[src/rtl/dht11_pkg.sv]
// Shared types and constants for the DHT11 reading -> UART ASCII line formatter.
// Optional feature macro used by dht11_uart_formatter: DHT11_FMT_ERR_LINE_EN.
package dht11_pkg;

  localparam int unsigned MSG_LEN = 13;
  localparam int unsigned IDX_W   = 4;

  typedef enum logic [2:0] {
    ST_IDLE,
    ST_CONV_H,
    ST_CONV_T,
    ST_SEND,
    ST_GAP
  } state_t;

  typedef struct packed {
    logic [3:0] hun;
    logic [3:0] ten;
    logic [3:0] one;
  } bcd3_t;

  localparam logic [7:0] CH_H     = 8'h48;
  localparam logic [7:0] CH_T     = 8'h54;
  localparam logic [7:0] CH_COLON = 8'h3A;
  localparam logic [7:0] CH_SPACE = 8'h20;
  localparam logic [7:0] CH_CR    = 8'h0D;
  localparam logic [7:0] CH_LF    = 8'h0A;
  localparam logic [7:0] CH_ZERO  = 8'h30;
  localparam logic [7:0] CH_E     = 8'h45;
  localparam logic [7:0] CH_R     = 8'h52;

  function automatic logic [7:0] digit_char(input logic [3:0] d);
    return CH_ZERO + {4'h0, d};
  endfunction

  // Byte at position idx of "H:ddd T:ddd\r\n" (or "H:ERR T:ERR\r\n" when err)
  function automatic logic [7:0] msg_byte(input logic [IDX_W-1:0] idx,
                                          input bcd3_t h, input bcd3_t t,
                                          input logic err);
    logic [7:0] b;
    b = 8'h00;
    case (idx)
      4'd0:  b = CH_H;
      4'd1:  b = CH_COLON;
      4'd2:  b = err ? CH_E : digit_char(h.hun);
      4'd3:  b = err ? CH_R : digit_char(h.ten);
      4'd4:  b = err ? CH_R : digit_char(h.one);
      4'd5:  b = CH_SPACE;
      4'd6:  b = CH_T;
      4'd7:  b = CH_COLON;
      4'd8:  b = err ? CH_E : digit_char(t.hun);
      4'd9:  b = err ? CH_R : digit_char(t.ten);
      4'd10: b = err ? CH_R : digit_char(t.one);
      4'd11: b = CH_CR;
      4'd12: b = CH_LF;
      default: b = 8'h00;
    endcase
    return b;
  endfunction

endpackage

[src/rtl/dht11_uart_formatter_if.sv]
// Byte stream from the formatter to the UART transmitter (valid/ready).
interface dht11_uart_formatter_if;
  logic [7:0] tx_data;
  logic       tx_valid;
  logic       tx_ready;

  modport master (output tx_data, output tx_valid, input tx_ready);
  modport slave  (input tx_data, input tx_valid, output tx_ready);
endinterface

[src/rtl/bin2bcd8.sv]
// Sequential double-dabble: 8-bit binary to three BCD digits.
// One load cycle plus eight shift cycles; done pulses 9 cycles after start.
module bin2bcd8 (
  input  logic       clk,
  input  logic       rst,
  input  logic       start,
  input  logic [7:0] bin,
  output logic       done,
  output logic [3:0] hun,
  output logic [3:0] ten,
  output logic [3:0] one
);

  logic [19:0] sreg;
  logic [19:0] adj;
  logic [3:0]  cnt;
  logic        active;

  // Add 3 to every BCD nibble that is 5 or more before the next shift
  always_comb begin
    adj = sreg;
    if (sreg[11:8]  >= 4'd5) adj[11:8]  = sreg[11:8]  + 4'd3;
    if (sreg[15:12] >= 4'd5) adj[15:12] = sreg[15:12] + 4'd3;
    if (sreg[19:16] >= 4'd5) adj[19:16] = sreg[19:16] + 4'd3;
  end

  // Load, then shift eight times; done is raised with the last shift
  always_ff @(posedge clk or negedge rst) begin
    if (!rst) begin
      sreg   <= '0;
      cnt    <= '0;
      active <= 1'b0;
      done   <= 1'b0;
    end else begin
      done <= 1'b0;
      if (start) begin
        sreg   <= {12'd0, bin};
        cnt    <= 4'd8;
        active <= 1'b1;
      end else if (active) begin
        sreg <= {adj[18:0], 1'b0};
        cnt  <= cnt - 4'd1;
        if (cnt == 4'd1) begin
          active <= 1'b0;
          done   <= 1'b1;
        end
      end
    end
  end

  assign hun = sreg[19:16];
  assign ten = sreg[15:12];
  assign one = sreg[11:8];

endmodule

[src/rtl/dht11_uart_formatter.sv]
// Captures a DHT11 reading, converts both bytes to decimal and streams
// "H:ddd T:ddd\r\n" to the UART TX. Optional macro DHT11_FMT_ERR_LINE_EN
// turns a bad-checksum read into an "H:ERR T:ERR\r\n" line instead of a drop.
module dht11_uart_formatter
  import dht11_pkg::*;
#(
  parameter int unsigned GAP_CYCLES = 0
) (
  input  logic                           clk,
  input  logic                           rst,
  input  logic [7:0]                     rh_data,
  input  logic [7:0]                     t_data,
  input  logic                           dht11_done,
  input  logic                           dht11_valid,
  dht11_uart_formatter_if.master         tx,
  output logic                           busy,
  output logic                           dropped
);

  localparam int unsigned GAP_W = (GAP_CYCLES > 1) ? $clog2(GAP_CYCLES) : 1;

  state_t           state_q, state_d;
  logic [7:0]       rh_q, rh_d;
  logic [7:0]       t_q, t_d;
  bcd3_t            hd_q, hd_d;
  bcd3_t            td_q, td_d;
  logic [IDX_W-1:0] idx_q, idx_d;
  logic [GAP_W-1:0] gap_q, gap_d;
  logic             h_go_q, h_go_d;
  logic             err_q, err_d;
  logic [7:0]       tx_data_q, tx_data_d;
  logic             tx_valid_q, tx_valid_d;
  logic             busy_q, busy_d;
  logic             dropped_q, dropped_d;

  logic             conv_start_c;
  logic [7:0]       conv_bin_c;
  logic             conv_done;
  logic [3:0]       conv_hun, conv_ten, conv_one;
  bcd3_t            conv_bcd;
  logic             xfer_c;

  assign conv_bcd = {conv_hun, conv_ten, conv_one};
  assign xfer_c   = tx_valid_q & tx.tx_ready;

  bin2bcd8 u_bcd (
    .clk   (clk),
    .rst   (rst),
    .start (conv_start_c),
    .bin   (conv_bin_c),
    .done  (conv_done),
    .hun   (conv_hun),
    .ten   (conv_ten),
    .one   (conv_one)
  );

  // Next-state and next-output logic
  always_comb begin
    state_d      = state_q;
    rh_d         = rh_q;
    t_d          = t_q;
    hd_d         = hd_q;
    td_d         = td_q;
    idx_d        = idx_q;
    gap_d        = gap_q;
    h_go_d       = 1'b0;
    err_d        = err_q;
    tx_data_d    = tx_data_q;
    tx_valid_d   = tx_valid_q;
    busy_d       = busy_q;
    dropped_d    = 1'b0;
    conv_start_c = 1'b0;
    conv_bin_c   = t_q;

    // First CONV_H cycle kicks the humidity conversion from the captured byte
    if (h_go_q) begin
      conv_start_c = 1'b1;
      conv_bin_c   = rh_q;
    end

    if (dht11_done && (state_q != ST_IDLE)) dropped_d = 1'b1;

    case (state_q)
      ST_IDLE: begin
        if (dht11_done) begin
          if (dht11_valid) begin
            rh_d    = rh_data;
            t_d     = t_data;
            err_d   = 1'b0;
            h_go_d  = 1'b1;
            busy_d  = 1'b1;
            state_d = ST_CONV_H;
          end else begin
`ifdef DHT11_FMT_ERR_LINE_EN
            err_d      = 1'b1;
            busy_d     = 1'b1;
            idx_d      = '0;
            tx_valid_d = 1'b1;
            tx_data_d  = CH_H;
            state_d    = ST_SEND;
`else
            dropped_d  = 1'b1;
`endif
          end
        end
      end
      ST_CONV_H: begin
        if (conv_done) begin
          hd_d         = conv_bcd;
          conv_start_c = 1'b1;
          conv_bin_c   = t_q;
          state_d      = ST_CONV_T;
        end
      end
      ST_CONV_T: begin
        if (conv_done) begin
          td_d       = conv_bcd;
          idx_d      = '0;
          tx_valid_d = 1'b1;
          tx_data_d  = CH_H;
          state_d    = ST_SEND;
        end
      end
      ST_SEND: begin
        if (xfer_c) begin
          if (idx_q == IDX_W'(MSG_LEN - 1)) begin
            tx_valid_d = 1'b0;
            if (GAP_CYCLES == 0) begin
              busy_d  = 1'b0;
              state_d = ST_IDLE;
            end else begin
              gap_d   = '0;
              state_d = ST_GAP;
            end
          end else begin
            idx_d     = idx_q + IDX_W'(1);
            tx_data_d = msg_byte(idx_q + IDX_W'(1), hd_q, td_q, err_q);
          end
        end
      end
      ST_GAP: begin
        if (gap_q == GAP_W'(GAP_CYCLES - 1)) begin
          busy_d  = 1'b0;
          state_d = ST_IDLE;
        end else begin
          gap_d = gap_q + GAP_W'(1);
        end
      end
      default: state_d = ST_IDLE;
    endcase
  end

  // State and registered outputs
  always_ff @(posedge clk or negedge rst) begin
    if (!rst) begin
      state_q    <= ST_IDLE;
      rh_q       <= '0;
      t_q        <= '0;
      hd_q       <= '0;
      td_q       <= '0;
      idx_q      <= '0;
      gap_q      <= '0;
      h_go_q     <= 1'b0;
      err_q      <= 1'b0;
      tx_data_q  <= 8'h00;
      tx_valid_q <= 1'b0;
      busy_q     <= 1'b0;
      dropped_q  <= 1'b0;
    end else begin
      state_q    <= state_d;
      rh_q       <= rh_d;
      t_q        <= t_d;
      hd_q       <= hd_d;
      td_q       <= td_d;
      idx_q      <= idx_d;
      gap_q      <= gap_d;
      h_go_q     <= h_go_d;
      err_q      <= err_d;
      tx_data_q  <= tx_data_d;
      tx_valid_q <= tx_valid_d;
      busy_q     <= busy_d;
      dropped_q  <= dropped_d;
    end
  end

  assign tx.tx_data  = tx_data_q;
  assign tx.tx_valid = tx_valid_q;
  assign busy        = busy_q;
  assign dropped     = dropped_q;

endmodule

[src/flat_wrapper.sv]
// flat-port wrapper written by rule: the top's interface ports become plain ports
module dht11_uart_formatter_flat import dht11_pkg::*;
#(
  parameter int unsigned GAP_CYCLES = 0
)
  (clk, rst, rh_data, t_data, dht11_done, dht11_valid, busy, dropped, tx_tx_data, tx_tx_valid, tx_tx_ready);
  dht11_uart_formatter_if tx_i ();
  input  logic clk;
  input  logic rst;
  input  logic [7:0] rh_data;
  input  logic [7:0] t_data;
  input  logic dht11_done;
  input  logic dht11_valid;
  output logic busy;
  output logic dropped;
  output wire logic [$bits(tx_i.tx_data)-1:0] tx_tx_data;
  output wire logic [$bits(tx_i.tx_valid)-1:0] tx_tx_valid;
  input wire logic [$bits(tx_i.tx_ready)-1:0] tx_tx_ready;
  assign tx_tx_data = tx_i.tx_data;
  assign tx_tx_valid = tx_i.tx_valid;
  assign tx_i.tx_ready = tx_tx_ready;
  dht11_uart_formatter #(.GAP_CYCLES(GAP_CYCLES)) u_core (.clk(clk), .rst(rst), .rh_data(rh_data), .t_data(t_data), .dht11_done(dht11_done), .dht11_valid(dht11_valid), .tx(tx_i), .busy(busy), .dropped(dropped));
endmodule
[config.mk]
export PLATFORM = sky130hd
export DESIGN_NAME = dht11_uart_formatter_flat
export DESIGN_NICKNAME = d
export VERILOG_FILES = /design/src/rtl/dht11_pkg.sv /design/src/rtl/dht11_uart_formatter_if.sv /design/src/rtl/bin2bcd8.sv /design/src/rtl/dht11_uart_formatter.sv /design/src/flat_wrapper.sv
export SDC_FILE = /design/constraint.sdc
export NUM_CORES = 1
export LEC_CHECK = 0
export CORE_ASPECT_RATIO = 1.4
export CORE_MARGIN = 4
export CORE_UTILIZATION = 30
export DETAILED_ROUTE_END_ITERATION = 6
export HOLD_SLACK_MARGIN = 0.06
export MAX_ROUTING_LAYER = met4
export REMOVE_ABC_BUFFERS = 1
export SYNTH_ARGS = -nofsm -noshare
export SYNTH_HDL_FRONTEND = slang
export SYNTH_SLANG_ARGS = --single-unit
export TNS_END_PERCENT = 20
[constraint.sdc]
create_clock -name clk -period 2.9 [get_ports clk]
set_clock_uncertainty 0.2 [all_clocks]
set_input_delay 0.435 -clock clk [delete_from_list [all_inputs] [get_ports clk]]
set_output_delay 0.435 -clock clk [all_outputs]
set_load 0.1 [all_outputs]
# Word level (Yosys, flattened, before mapping)
# Index checks and enable logic that the tools add are counted.
# op_classes
add_sub_neg,12
n_mul,0
div,0
magnitude_cmp,3
n_eq_ne,26
shifts,0
mux,52
bitwise_logic,1
reduce_logical,15
# ops
op,n
$pmux 8 s12,1
$mux 8,6
$add 6x4->7 const A,6
$mux 20,2
$mux 4,7
$eq 4x4->1 const B,6
$mux 3,8
$mux 1,23
$eq 4x3->1 const B,4
$pmux 8 s2,1
$pmux 3 s5,1
$ge 4x3->1 const B,3
$ne 2x2->1 const B,5
$add 4x2->4 const B,2
$eq 4x1->1 const B,2
$eq 4x2->1 const B,2
$pmux 4 s2,1
$reduce_and 4->1,2
$reduce_and 7->1,1
$eq 3x2->1 const B,2
$ne 2x1->1 const B,3
$reduce_and 6->1,1
$reduce_bool 3->1,2
$add 4x1->4 const B,1
other kinds (15),17
# totals
regBits,86
latchBits,0
mem_bits_rw,0
romBits,0
input_bits,21
out_inout_bits,11
elab_cells,129
mem_count,0

# Longest topological paths before layout
# logic_depth
ltp_word,7
ltp_mapped,9

# By module
# Synthesis repeated with hierarchy kept, for this count alone.
# hier_totals
cells_unflattened,408
hier_area_um2,4388.0
# modules_own_cells
module,instances,cells_each,area_each_um2,seq_area_each_um2
dht11_uart_formatter,1,263,2970.3,1426.4
bin2bcd8,1,145,1417.6,650.6

# Least setup slack after synthesis
# No wires, ideal clock.
# synth_path
kind,register -> register
from,"register u_core.tx_valid_q, in the netlist u_core.tx.tx_valid"
to,"register u_core.tx_data_q[3], in the netlist u_core.tx.tx_data[3]"
setup_time_ns,0.126
t_arrival_ns,2.109
required_ns,2.574
path_slack_ns,0.464
path_stages_with_launch,7
cell_sequence,dfrtp_1 > nand2_1 > nor3b_2 > nand2_1 > a21oi_1 > o211ai_1 > o32a_1
# synth_via
elab_chain_len,3
# synth_lines
element,line_no,text
"start, declared",dht11_uart_formatter.sv:32,"logic tx_valid_q, tx_valid_d;"
"start signal, assigned",dht11_uart_formatter.sv:180,tx_valid_q <= tx_valid_d;
$and 1x1->1,dht11_uart_formatter.sv:44,assign xfer_c = tx_valid_q & tx.tx_ready;
$ne 2x1->1 (no source line),-,
$reduce_and 4->1 (no source line),-,
"end signal, assigned",dht11_uart_formatter.sv:179,tx_data_q <= tx_data_d;
"end, declared",dht11_uart_formatter.sv:31,"logic [7:0] tx_data_q, tx_data_d;"
# Every way passes these cells.
# A chain may end at the register's enable or synchronous reset.

# Worst setup path after layout
# layout_path
from,register u_core.idx_q[0]
to,"register u_core.tx_data_q[3], in the netlist u_core.tx.tx_data[3]"
# layout_via
elab_chain_len,7
word_cells_on_any_way,22
classes_between,add/sub: 1; eq/ne: 14; mux: 4; reduce/logical: 3
# layout_lines
element,line_no,text
"start, declared",dht11_uart_formatter.sv:27,"logic [IDX_W-1:0] idx_q, idx_d;"
"start signal, assigned",dht11_uart_formatter.sv:175,idx_q <= idx_d;
$add 4x1->4,dht11_uart_formatter.sv:137,"tx_data_d = msg_byte(idx_q + IDX_W'(1), hd_q, td_q, err_q);"
$eq 4x1->1 or $eq 4x3->1 (tied branches),dht11_pkg.sv:42,case (idx)
$reduce_or 2->1 (no source line),-,
$pmux 8 s12,dht11_pkg.sv:42,
$mux 8,dht11_uart_formatter.sv:126,if (idx_q == IDX_W'(MSG_LEN - 1)) begin
$mux 8,dht11_uart_formatter.sv:125,if (xfer_c) begin
$pmux 8 s2,dht11_uart_formatter.sv:83,case (state_q)
# Parallel ways exist; a longest one is shown, timed or not. The select of a mux whose other input is x is not followed.

==> results.sh <==
export IMPL_yosys_warnings=0
export IMPL_rows=51
export IMPL_drtIter0Drc=163
export IMPL_drc=0
export IMPL_slew_headroom_pct=48.9
export IMPL_internal_power_mw=3.14
export IMPL_setup_viol=0
export IMPL_hpwl_mm=6.99
export IMPL_cts_buffer_depth=2
export IMPL_ys_ff_latch=83
export IMPL_vias=3296
export IMPL_setup_ws_ns=0.402
export IMPL_detail_route_antenna_nets=0
export IMPL_floorplan_initialDensity_pct=30.8
export IMPL_cts_setup_buffers=0
export IMPL_io_pins=32
export IMPL_antenna_found_initial=0
export IMPL_hold_viol=0
export IMPL_routed_wirelength_mm=9.64
export IMPL_cts_tree="yes"
export IMPL_nets=509
export IMPL_critPathSlowestCell="dfrtp_1"
export IMPL_pwr_share_clk_pct=21.5
export IMPL_diodes=0
export IMPL_synthArstFlopShare_pct=100
export IMPL_setup_worst_path_class="reg -> reg"
export IMPL_rsz0062_at_grt="false"
export IMPL_seq_area_frac_synth_pct=48.0
export IMPL_overflow=0
export IMPL_synthCells=445
export IMPL_core_region_area_um2=14000
export IMPL_die_h_um=150
export IMPL_required_ns=2.92
export IMPL_syn_area_per_cell_um2=9.72
export IMPL_place_congestion=0.887
export IMPL_crit_family="simple AND/OR/NAND/NOR gates"
export IMPL_synth_area_um2=4330
export IMPL_root_buffer="clkbuf_16"
export IMPL_syn2layout_area_growth_pct=17.7
export IMPL_post_drt_wl_per_cell_um=14.6
export IMPL_status="finished clean"
export IMPL_crit_chain="inv_1 -> ha_1 -> nand3_2 -> nor3b_2 -> nand2_1 -> a21oi_1 -> o211ai_1 -> o32a_1"
export IMPL_grt_pass1_wl_mm=16.0
export IMPL_max_cap_violations=0
export IMPL_cts_resized=0
export IMPL_htreeDepth=3
export IMPL_clk_pin_slew_worst_paths_ns=0.07
export IMPL_grt_max_degree=50
export IMPL_dr_pass1_iters=5
export IMPL_cp_start_kind="flop"
export IMPL_pwr_share_seq_pct=37.1
export IMPL_cts_made_buffers=9
export IMPL_post_dp_cell_area_um2=4780
export IMPL_die_area_um2=16400
export IMPL_grt_total_usage_pct=12.7
export IMPL_setup_tns_ns=0
export IMPL_tightestPinTransition_ns=0.767
export IMPL_stdcell_area_um2=5090
export IMPL_fin_crit_sh_pct=86.1
export IMPL_crit_buf_inv=1
export IMPL_leakagePower_nw=2.29
export IMPL_slew_viol_final=0
export IMPL_period_minus_slack_ns=2.50
export IMPL_grt_pass1_vias=3322
export IMPL_vias_per_cell=4.99
export IMPL_drive_gt1_share_pct=14.7
export IMPL_switching_share_pct=41.5
export IMPL_synth_flop_cell="dfrtp_1"
export IMPL_port_buffers=30
export IMPL_fmax_mhz=400
export IMPL_synth_edff_count=0
export IMPL_clk_latency_ns=0.34
export IMPL_vdd_drop_max_mv=0.518
export IMPL_clock_sinks=83
export IMPL_pre_cts_ws_ns=0.441
export IMPL_p_per_area_nw_per_um2=1050
export IMPL_p_comb_share_pct=41.5
export IMPL_p_sw_mw=2.22
export IMPL_worst_setup_path_end_kind="flop"
export IMPL_synthDistinctLibCells=53
export IMPL_slowest_delay_ns=0.51
export IMPL_cp_data_arrival_time_ns=2.52
export IMPL_min_path_type="reg -> reg"
export IMPL_critPathMaxFanout=9
export IMPL_die_w_um=109
-- cell type report --
class | count | area, µm²
inverter | 16 | 60.1
clock inverter | 7 | 76.3
sequential | 83 | 2080
clock buffer | 9 | 225
fill | 1449 | 8940
multi-input combinational | 320 | 2050
timing repair buffer | 41 | 370
tap | 185 | 231
-- state kept, by name, summed over array words and instances (netlist names), 4 cells and up --
register           flops
u_core.u_bcd.sreg     20
u_core.hd_q           12
u_core.tx.tx_data      7
u_core.t_q             8
u_core.idx_q           4
u_core.td_q           12
u_core.rh_q            8
u_core.u_bcd.cnt       4
-- cell families (layout without fill, tap and decap cells) --
| logic type | after synthesis | after routing | share of synthesized area [%] |
|---|---|---|---|
| compound gates | 117 | 117 | 16.1 |
| xor+xnor | 12 | 12 | 2.60 |
| fa+ha+maj | 17 | 17 | 4.92 |
| buf+inv | 42 | 73 | 4.54 |
| flops | 83 | 83 | 48.0 |
| mux | 39 | 39 | 9.89 |
| other cells | 1 | 1 | 0.0867 |
| simple gates | 134 | 134 | 13.8 |
-- power by group through the flow --
stage / clock network (mW) / registers [mW] / logic [mW]
2_1_floorplan: 0 / 2.30 / 1.32
3_3_place_gp: 0 / 1.99 / 2.18
3_5_place_dp: 0 / 2.01 / 2.24
4_1_cts: 1.19 / 1.99 / 2.25
5_1_grt: 1.23 / 2.06 / 2.50
6_report: 1.15 / 1.99 / 2.22
-- stage by stage --
step	power, mW	hold slack (ns)	utilization [%]	cells
3_3_place_gp	4.17	0.257	34.1	644
3_5_place_dp	4.25	0.269	34.1	644
6_report	5.36	0.278	36.3	661
5_1_grt	5.79	0.289	36.3	661
2_1_floorplan	3.62	-0.0606	-	419
4_1_cts	5.43	0.284	36.3	661
-- placed cells by master, fill, tap and decap left out, drive strengths merged, types with 4 or more instances in the layout --
cell,Yosys,layout
nand2,66,66
dfrtp,83,83
clkdlybuf4s50,0,19
inv,16,17
nand2b,7,7
buf,14,21
nor3,5,5
mux2,27,27
a22oi,4,4
and3,6,6
xnor2,8,8
nand3,9,9
nor2,32,32
clkbuf,12,9
a31oi,7,7
o21ai,46,46
ha,17,17
mux2i,12,12
a21oi,34,34
xor2,4,4
a21o,4,4
-- cells in the mapped netlist, drive strengths merged, types with 8 or more instances --
master | n | area share [%]
a21oi | 34 | 4.0
buf | 14 | 2.0
clkbuf | 12 | 1.1
dfrtp | 83 | 48
ha | 17 | 4.9
inv | 16 | 1.4
mux2 | 27 | 7.1
mux2i | 12 | 2.8
nand2 | 66 | 5.8
nand3 | 9 | 1.2
nor2 | 32 | 2.8
o21ai | 46 | 5.3
xnor2 | 8 | 1.8
-- layer usage --
| layer | track usage, % | vias to the layer above | wire (µm) |
|---|---|---|---|
| li1 | - | 1596 | - |
| met1 | 14.7 | 1610 | 4110 |
| met2 | 21.6 | 70 | 4920 |
| met3 | 2.32 | 20 | 329 |
| met4 | 5.36 | 0 | 278 |
| met5 | - | - | 0 |
-- path summary, 6_finish.rpt --
path,startpoint,to,slack [ns],cells past startpoint
worst max-delay path,u_core.idx_q[0]$_DFFE_PN0P_,u_core.tx.tx_data[3]$_DFFE_PN0P_,0.40,8
worst min-delay path,u_core.t_q[3]$_DFFE_PN0P_,u_core.u_bcd.sreg[3]$_DFFE_PN0P_,0.28,2
worst max register to register,u_core.idx_q[0]$_DFFE_PN0P_,u_core.tx.tx_data[3]$_DFFE_PN0P_,0.40,8
worst min register to register,u_core.t_q[3]$_DFFE_PN0P_,u_core.u_bcd.sreg[3]$_DFFE_PN0P_,0.28,2
max in group asynchronous,rst,u_core.u_bcd.done$_DFF_PN0_,1.39,3
min in group asynchronous,rst,u_core.td_q[3]$_DFFE_PN0P_,0.47,2
-- timing repair --
action | in CTS | in global routing
hold buffers | 1 | 0
setup endpoints to repair | 0 | 0
hold endpoints to repair | 47 | 0
-- worst reg2reg max path, stage by stage (launching register included) --
cell and delay (ns):
dfrtp_1 0.51, inv_1 0.11, ha_1 0.33, nand3_2 0.14
nor3b_2 0.35, nand2_1 0.13, a21oi_1 0.20, o211ai_1 0.11
o32a_1 0.29
No activity file was read; power rests on OpenSTA's default activity.
